### src/rtl/bus_arbiter_if.sv
// Requester, response and memory-bus signal bundle for bus_arbiter.
// The master modport is the arbiter's view; slave is the view of the requesters and the bus.
interface bus_arbiter_if #(
   parameter int NUM_REQ = 3,
   parameter int ADDR_W  = 32,
   parameter int DATA_W  = 32,
   parameter int LEN_W   = 3
);
   localparam int BE_W = DATA_W / 8;

   logic [NUM_REQ-1:0]        req_valid;
   logic [NUM_REQ-1:0]        req_ready;
   logic [NUM_REQ*ADDR_W-1:0] req_addr;
   logic [NUM_REQ-1:0]        req_we;
   logic [NUM_REQ*DATA_W-1:0] req_wdata;
   logic [NUM_REQ*BE_W-1:0]   req_be;
   logic [NUM_REQ*LEN_W-1:0]  req_len;
   logic [NUM_REQ-1:0]        resp_valid;
   logic [DATA_W-1:0]         resp_data;
   logic                      resp_last;
   logic                      bus_valid;
   logic                      bus_ready;
   logic [ADDR_W-1:0]         bus_addr;
   logic                      bus_we;
   logic [DATA_W-1:0]         bus_wdata;
   logic [BE_W-1:0]           bus_be;
   logic [LEN_W-1:0]          bus_len;
   logic                      bus_rvalid;
   logic [DATA_W-1:0]         bus_rdata;
   logic                      busy;

   modport master (
      input  req_valid, req_addr, req_we, req_wdata, req_be, req_len,
      input  bus_ready, bus_rvalid, bus_rdata,
      output req_ready, resp_valid, resp_data, resp_last,
      output bus_valid, bus_addr, bus_we, bus_wdata, bus_be, bus_len, busy
   );

   modport slave (
      output req_valid, req_addr, req_we, req_wdata, req_be, req_len,
      output bus_ready, bus_rvalid, bus_rdata,
      input  req_ready, resp_valid, resp_data, resp_last,
      input  bus_valid, bus_addr, bus_we, bus_wdata, bus_be, bus_len, busy
   );
endinterface

### src/rtl/bus_arbiter.sv
// Single-outstanding arbiter for the core-to-memory bus: arbitrate, address phase, data beats.
// Define BUS_ARB_RR_EN for round-robin arbitration; otherwise index 0 has fixed highest priority.
//
// state  | meaning
// S_IDLE | no transaction; pick a winner and latch its request
// S_ADDR | bus_valid held with latched fields until bus_ready
// S_DATA | forward response beats to the granted requester until the last one
module bus_arbiter #(
   parameter int                 NUM_REQ    = 3,
   parameter int                 ADDR_W     = 32,
   parameter int                 DATA_W     = 32,
   parameter int                 LEN_W      = 3,
   parameter logic [NUM_REQ-1:0] FLUSH_MASK = 3'b110
) (
   input  logic          clk,
   input  logic          rst,
   input  logic          flush,
   bus_arbiter_if.master bus
);
   localparam int BE_W  = DATA_W / 8;
   localparam int IDX_W = (NUM_REQ > 1) ? $clog2(NUM_REQ) : 1;

   typedef enum logic [1:0] {S_IDLE, S_ADDR, S_DATA} state_t;

   state_t              state;
   logic [IDX_W-1:0]    grant;
   logic [IDX_W-1:0]    winner;
   logic [IDX_W-1:0]    search_start;
   logic                win_found;
   logic [ADDR_W-1:0]   addr_q;
   logic                we_q;
   logic [DATA_W-1:0]   wdata_q;
   logic [BE_W-1:0]     be_q;
   logic [LEN_W-1:0]    len_q;
   logic [LEN_W-1:0]    cnt_q;
   logic                drop_q;
   logic                bus_valid_q;
   logic                busy_q;
   logic                flush_hit;
   logic                drop_now;
   logic                beat;
   logic                proto_err;

`ifdef BUS_ARB_RR_EN
   // rr_ptr holds the index just after the last winner, so the first search after reset starts at 0
   logic [IDX_W-1:0] rr_ptr;
   assign search_start = rr_ptr;

   always_ff @(posedge clk) begin
      if (rst)
         rr_ptr <= '0;
      else if (state == S_IDLE && win_found)
         rr_ptr <= (winner == IDX_W'(NUM_REQ-1)) ? '0 : winner + 1'b1;
   end
`else
   assign search_start = '0;
`endif

   always_comb begin
      logic [IDX_W-1:0] idx;
      winner    = '0;
      win_found = 1'b0;
      idx       = search_start;
      for (int k = 0; k < NUM_REQ; k++) begin
         if (!win_found && bus.req_valid[idx]) begin
            winner    = idx;
            win_found = 1'b1;
         end
         idx = (idx == IDX_W'(NUM_REQ-1)) ? '0 : idx + 1'b1;
      end
   end

   // A flush in the same cycle as a beat must already suppress that beat
   assign flush_hit = flush & FLUSH_MASK[grant];
   assign drop_now  = drop_q | flush_hit;
   assign beat      = (state == S_DATA) & bus.bus_rvalid;
   assign proto_err = bus.bus_rvalid & (state != S_DATA);

   always_comb begin
      bus.req_ready = '0;
      if (state == S_IDLE && win_found && !rst)
         bus.req_ready[winner] = 1'b1;
   end

   always_comb begin
      bus.resp_valid = '0;
      if (beat && !drop_now)
         bus.resp_valid[grant] = 1'b1;
   end

   assign bus.resp_data = (state == S_DATA) ? bus.bus_rdata : '0;
   assign bus.resp_last = beat & ~drop_now & (cnt_q == '0);
   assign bus.bus_valid = bus_valid_q;
   assign bus.bus_addr  = addr_q;
   assign bus.bus_we    = we_q;
   assign bus.bus_wdata = wdata_q;
   assign bus.bus_be    = be_q;
   assign bus.bus_len   = len_q;
   assign bus.busy      = busy_q;

   always_ff @(posedge clk) begin
      if (rst) begin
         state       <= S_IDLE;
         grant       <= '0;
         addr_q      <= '0;
         we_q        <= 1'b0;
         wdata_q     <= '0;
         be_q        <= '0;
         len_q       <= '0;
         cnt_q       <= '0;
         drop_q      <= 1'b0;
         bus_valid_q <= 1'b0;
         busy_q      <= 1'b0;
      end else begin
         case (state)
            S_IDLE: begin
               if (win_found) begin
                  grant       <= winner;
                  addr_q      <= bus.req_addr[winner*ADDR_W +: ADDR_W];
                  we_q        <= bus.req_we[winner];
                  wdata_q     <= bus.req_wdata[winner*DATA_W +: DATA_W];
                  be_q        <= bus.req_be[winner*BE_W +: BE_W];
                  len_q       <= bus.req_we[winner] ? '0 : bus.req_len[winner*LEN_W +: LEN_W];
                  bus_valid_q <= 1'b1;
                  busy_q      <= 1'b1;
                  state       <= S_ADDR;
               end
            end
            S_ADDR: begin
               if (flush_hit)
                  drop_q <= 1'b1;
               if (bus.bus_ready) begin
                  cnt_q       <= len_q;
                  bus_valid_q <= 1'b0;
                  state       <= S_DATA;
               end
            end
            S_DATA: begin
               if (flush_hit)
                  drop_q <= 1'b1;
               if (bus.bus_rvalid) begin
                  if (cnt_q == '0) begin
                     drop_q <= 1'b0;
                     busy_q <= 1'b0;
                     state  <= S_IDLE;
                  end else begin
                     cnt_q <= cnt_q - 1'b1;
                  end
               end
            end
            default: state <= S_IDLE;
         endcase
      end
   end

   // Stray response beats are dropped in hardware; flag them loudly in simulation
   always_ff @(posedge clk) begin
      if (!rst)
         assert (!proto_err) else $warning("bus_arbiter: bus_rvalid outside data phase ignored");
   end
endmodule

### src/flat_wrapper.sv
// flat-port wrapper written by rule: the top's interface ports become plain ports
module bus_arbiter_flat 
#(
   parameter int                 NUM_REQ    = 3,
   parameter int                 ADDR_W     = 32,
   parameter int                 DATA_W     = 32,
   parameter int                 LEN_W      = 3,
   parameter logic [NUM_REQ-1:0] FLUSH_MASK = 3'b110
)
  (clk, rst, flush, bus_req_valid, bus_req_addr, bus_req_we, bus_req_wdata, bus_req_be, bus_req_len, bus_bus_ready, bus_bus_rvalid, bus_bus_rdata, bus_req_ready, bus_resp_valid, bus_resp_data, bus_resp_last, bus_bus_valid, bus_bus_addr, bus_bus_we, bus_bus_wdata, bus_bus_be, bus_bus_len, bus_busy);
  bus_arbiter_if #(.NUM_REQ(NUM_REQ), .ADDR_W(ADDR_W), .DATA_W(DATA_W), .LEN_W(LEN_W)) bus_i ();
  input  logic clk;
  input  logic rst;
  input  logic flush;
  input wire logic [$bits(bus_i.req_valid)-1:0] bus_req_valid;
  input wire logic [$bits(bus_i.req_addr)-1:0] bus_req_addr;
  input wire logic [$bits(bus_i.req_we)-1:0] bus_req_we;
  input wire logic [$bits(bus_i.req_wdata)-1:0] bus_req_wdata;
  input wire logic [$bits(bus_i.req_be)-1:0] bus_req_be;
  input wire logic [$bits(bus_i.req_len)-1:0] bus_req_len;
  input wire logic [$bits(bus_i.bus_ready)-1:0] bus_bus_ready;
  input wire logic [$bits(bus_i.bus_rvalid)-1:0] bus_bus_rvalid;
  input wire logic [$bits(bus_i.bus_rdata)-1:0] bus_bus_rdata;
  output wire logic [$bits(bus_i.req_ready)-1:0] bus_req_ready;
  output wire logic [$bits(bus_i.resp_valid)-1:0] bus_resp_valid;
  output wire logic [$bits(bus_i.resp_data)-1:0] bus_resp_data;
  output wire logic [$bits(bus_i.resp_last)-1:0] bus_resp_last;
  output wire logic [$bits(bus_i.bus_valid)-1:0] bus_bus_valid;
  output wire logic [$bits(bus_i.bus_addr)-1:0] bus_bus_addr;
  output wire logic [$bits(bus_i.bus_we)-1:0] bus_bus_we;
  output wire logic [$bits(bus_i.bus_wdata)-1:0] bus_bus_wdata;
  output wire logic [$bits(bus_i.bus_be)-1:0] bus_bus_be;
  output wire logic [$bits(bus_i.bus_len)-1:0] bus_bus_len;
  output wire logic [$bits(bus_i.busy)-1:0] bus_busy;
  assign bus_i.req_valid = bus_req_valid;
  assign bus_i.req_addr = bus_req_addr;
  assign bus_i.req_we = bus_req_we;
  assign bus_i.req_wdata = bus_req_wdata;
  assign bus_i.req_be = bus_req_be;
  assign bus_i.req_len = bus_req_len;
  assign bus_i.bus_ready = bus_bus_ready;
  assign bus_i.bus_rvalid = bus_bus_rvalid;
  assign bus_i.bus_rdata = bus_bus_rdata;
  assign bus_req_ready = bus_i.req_ready;
  assign bus_resp_valid = bus_i.resp_valid;
  assign bus_resp_data = bus_i.resp_data;
  assign bus_resp_last = bus_i.resp_last;
  assign bus_bus_valid = bus_i.bus_valid;
  assign bus_bus_addr = bus_i.bus_addr;
  assign bus_bus_we = bus_i.bus_we;
  assign bus_bus_wdata = bus_i.bus_wdata;
  assign bus_bus_be = bus_i.bus_be;
  assign bus_bus_len = bus_i.bus_len;
  assign bus_busy = bus_i.busy;
  bus_arbiter #(.NUM_REQ(NUM_REQ), .ADDR_W(ADDR_W), .DATA_W(DATA_W), .LEN_W(LEN_W), .FLUSH_MASK(FLUSH_MASK)) u_core (.clk(clk), .rst(rst), .flush(flush), .bus(bus_i));
endmodule
### config.mk
export PLATFORM = sky130hd
export DESIGN_NAME = bus_arbiter_flat
export DESIGN_NICKNAME = d
export VERILOG_FILES = /design/src/rtl/bus_arbiter_if.sv /design/src/rtl/bus_arbiter.sv /design/src/flat_wrapper.sv
export SDC_FILE = /design/constraint.sdc
export NUM_CORES = 1
export LEC_CHECK = 0
export ABC_AREA = 1
export BUFFER_PORTS_ARGS = -buffer_cell sky130_fd_sc_hd__buf_2
export CORE_AREA = 2 2 145 147
export CTS_CLUSTER_DIAMETER = 80
export DETAILED_ROUTE_END_ITERATION = 16
export DIE_AREA = 0 0 147 149
export SYNTH_ARGS = -nofsm -noshare
export SYNTH_HDL_FRONTEND = slang
export SYNTH_SLANG_ARGS = --single-unit
### constraint.sdc
create_clock -name clk -period 1.6 [get_ports clk]
set_input_delay 0.32 -clock clk [delete_from_list [all_inputs] [get_ports clk]]
set_output_delay 0.32 -clock clk [all_outputs]
set_load 0.005 [all_outputs]
==> flow_metrics.env <==
export IMPL_powerDensity_mw_per_mm2=1270
export IMPL_layout_cells_most_common_list="buf_2 (358), nand2_1 (307), nand3_1 (81)"
export IMPL_hp_class="in2reg"
export IMPL_numCtsBuffers=9
export IMPL_antenna_cells_inserted=0
export IMPL_place_congestion=0.839
export IMPL_cp_arrival_ps=1440
export IMPL_report_final_setup_viol=33
export IMPL_worst_clock_skew_ps=12.3
export IMPL_holdPathStages=3
export IMPL_drtIter0Drc=246
export IMPL_vias=6081
export IMPL_routed_wire_per_std_cell_um=13.2
export IMPL_vias_per_cell=4.34
export IMPL_final_antenna_net_count=0
export IMPL_clock_power_share=0.223
export IMPL_critical_path_class="reg2out"
export IMPL_fp_dieArea_sq_mm=0.0219
export IMPL_switchingPower_mw=3.68
export IMPL_sequential_share_of_the_synthesized_area=0.351
export IMPL_switching_share_of_power=0.366
export IMPL_root_buffer="clkbuf_16"
export IMPL_critPathRequiredTime_ps=1280
export IMPL_port_buffers=368
export IMPL_synthesis_area_sq_mm=0.00467
export IMPL_drcViolationCount=0
export IMPL_violated_checks="setup timing"
export IMPL_regToRegEndpoint="u_core.grant[0]"
export IMPL_power_combinational_fraction=0.468
export IMPL_worstPathBufferInverterCount=5
export IMPL_design_area_sq_mm=0.00790
export IMPL_syn_nets=1001
export IMPL_timing_critical_path_slowest_cell_delay_ps=330
export IMPL_startpoint_of_the_worst_register_to_register_path="u_core.state[1]"
export IMPL_grt_remaining_overflow=0
export IMPL_cts_max_path_buffers=2
export IMPL_cts_max_level=3
export IMPL_utilization=0.384
export IMPL_fin_crit_ps=1760
export IMPL_ir_drop_mv=0.519
export IMPL_outcome="finished with violations"
export IMPL_hold_path_startpoint="bus_req_wdata[67]"
export IMPL_worst_r2r_setup_slack_ps=60
export IMPL_power_report_internal_total_mw=6.36
export IMPL_worst_setup_path_start_kind="flop"
export IMPL_drive_gt1_frac=0.454
export IMPL_routed_wirelength_mm=18.5
export IMPL_cap_viol_max_count=0
export IMPL_area_delta_synth_final_pct=69.0
export IMPL_gr_usage_all_layers=0.157
export IMPL_worst_reg2reg_path_depth=11
export IMPL_clock_sink_total=82
export IMPL_fill_cells=2189
export IMPL_timing_critical_path_cells="inv_4 > ha_4 > buf_6 > buf_16 > nand2_2 > inv_1 > buf_2"
export IMPL_slew_limit_headroom=0.776
export IMPL_synth_cell_type_count=24
export IMPL_clock_fmax_mhz=567
export IMPL_hold_viol_final=0
export IMPL_power_share_sequential=0.309
export IMPL_maximum_number_of_pins_on_one_net_before_global_route_repair=44
export IMPL_syn_mean_instance_area_sq_um=6.34
export IMPL_holdPathEnd="u_core.bus.bus_wdata[3]"
export IMPL_rows=53
export IMPL_seq_area_sq_mm=0.00165
export IMPL_worst_setup_path_end_kind="primary output"
export IMPL_fp_dieW_um=147
export IMPL_path_max_fanout=8
export IMPL_timing_final_crit_share=1.10
export IMPL_io_pins=369
export IMPL_final_max_slew_viol_count=0
export IMPL_critPathTopFamily="buffers and inverters"
export IMPL_tightest_slew_ps=336
export IMPL_grt_setup_unrepaired="true"
export IMPL_grt_pass1_wl_mm=27.7
export IMPL_synthCells=737
export IMPL_power_leakage_nw=4.66
export IMPL_dieHeight_um=149
export IMPL_worst_path_stages=7
export IMPL_multi_input_area_sq_mm=0.00278
export IMPL_yosysWarnings=0
export IMPL_worst_skew_late_latency_ps=340
export IMPL_clk_pin_slew_ps=70
export IMPL_antenna_violations_before_repair=0
export IMPL_most_common_cell_after_layout_fill_and_taps_aside="buf_2"
export IMPL_finish_net_count=1385
export IMPL_synth_seq_cells=82
export IMPL_tritoncts_clock_tree="yes"
export IMPL_drt_pass1_iterations=4
export IMPL_timing_final_ws_setup_ps=-163
export IMPL_grt_pass1_vias=5593
export IMPL_detailed_place_hpwl_mm=13.6
export IMPL_place_area_sq_mm=0.00701
export IMPL_crit_slowest_cell="dfxtp_2"
export IMPL_floorplan_initialDensity=0.227
export IMPL_core_area_sq_mm=0.0206
[cells in the mapped netlist]
cell type | number | area share
a21oi_1 | 6 | 0.0064
o21ai_0 | 10 | 0.011
clkbuf_1 | 8 | 0.0064
buf_1 | 2 | 0.0016
nor2_2 | 1 | 0.0013
nor3_1 | 1 | 0.0011
o211ai_1 | 68 | 0.11
ha_1 | 8 | 0.021
nand4_1 | 6 | 0.0080
o21bai_1 | 1 | 0.0016
or2_2 | 1 | 0.0013
inv_1 | 61 | 0.049
and3_1 | 1 | 0.0013
nand3_1 | 81 | 0.087
buf_2 | 29 | 0.031
nor2_4 | 2 | 0.0048
dfxtp_1 | 82 | 0.35
nand2_1 | 335 | 0.27
inv_2 | 4 | 0.0032
nor2_1 | 16 | 0.013
nand2_2 | 2 | 0.0027
buf_4 | 10 | 0.016
a211oi_1 | 1 | 0.0016
o22ai_1 | 1 | 0.0013
[power by group through the flow]
stage                     Combinational, mW  Clock (mW)  Sequential (mW)
final                                  4.70        2.24             3.10
after global routing                   5.22        2.38             3.18
after CTS                              4.36        2.30             3.09
after detailed placement               3.75           0             3.10
after global placement                 3.71           0             3.10
after floorplan                        1.88           0             3.15
[per-stage QoR]
| stage | std cells | power (mW) | setup slack (ps) | setup TNS, ps | hold WS (ps) |
|---|---|---|---|---|---|
| after floorplan | 737 | 5.02 | 153 | 0 | 389 |
| after global placement | 1366 | 6.81 | 66.2 | 0 | 433 |
| after detailed placement | 1366 | 6.84 | 44.8 | 0 | 434 |
| after CTS | 1401 | 9.75 | -182 | -3650 | 199 |
| after global routing | 1400 | 10.8 | -226 | -6190 | 208 |
| final | 1400 | 10.0 | -163 | -3730 | 215 |
[flip-flops by register name, indices dropped and copies added (netlist names)]
signal / cells
u_core.drop_q: 1
u_core.bus.bus_wdata: 32
u_core.cnt_q: 3
u_core.state: 2
u_core.bus.busy: 1
u_core.bus.bus_addr: 32
u_core.bus.bus_we: 1
u_core.grant: 2
u_core.bus.bus_valid: 1
u_core.bus.bus_be: 4
u_core.bus.bus_len: 3
[tightest hold or removal path: stages]
cell and delay (ps):
buf_2 70, o211ai_1 80, nand2_1 50
[worst max-delay path by stage]
stage                     start                 endpoint  slack, ps
3_3_place_gp   bus_req_valid[1]  u_core.bus.bus_addr[11]         70
4_1_cts         u_core.grant[0]        bus_resp_valid[0]       -180
5_1_grt         u_core.state[0]        bus_resp_data[30]       -230
2_1_floorplan   u_core.state[0]         bus_req_ready[0]        150
6_report        u_core.state[0]        bus_resp_data[30]       -160
3_5_place_dp   bus_req_valid[1]  u_core.bus.bus_addr[11]         40
[layer usage]
layer	global-route usage	part of all wire
met1	0.189	0.42
met2	0.281	0.50
met3	0.0315	0.065
met4	0.0563	0.018
met5	0	0
[cell type report]
class	instances	share of cell area
flip-flops and latches	82	0.209
clock buffers	10	0.0290
repair buffers	422	0.325
inverters	65	0.0315
well taps	275	0.0435
multi-input cells	541	0.352
clock inverters	5	0.0101
[timing repair]
action	CTS	global route
gates cloned	3	2
pin swaps	7	9
hold endpoints to repair	0	0
hold buffers	0	0
endpoints found under the setup margin	39	90
setup buffers	17	0
gates resized for setup	34	73
[kinds of logic after synthesis]
group,synth area share
buf+inv,0.107
fa+ha+maj,0.0214
simple gates,0.389
flops,0.351
compound gates,0.131
Power figures use the tool's default switching activity.
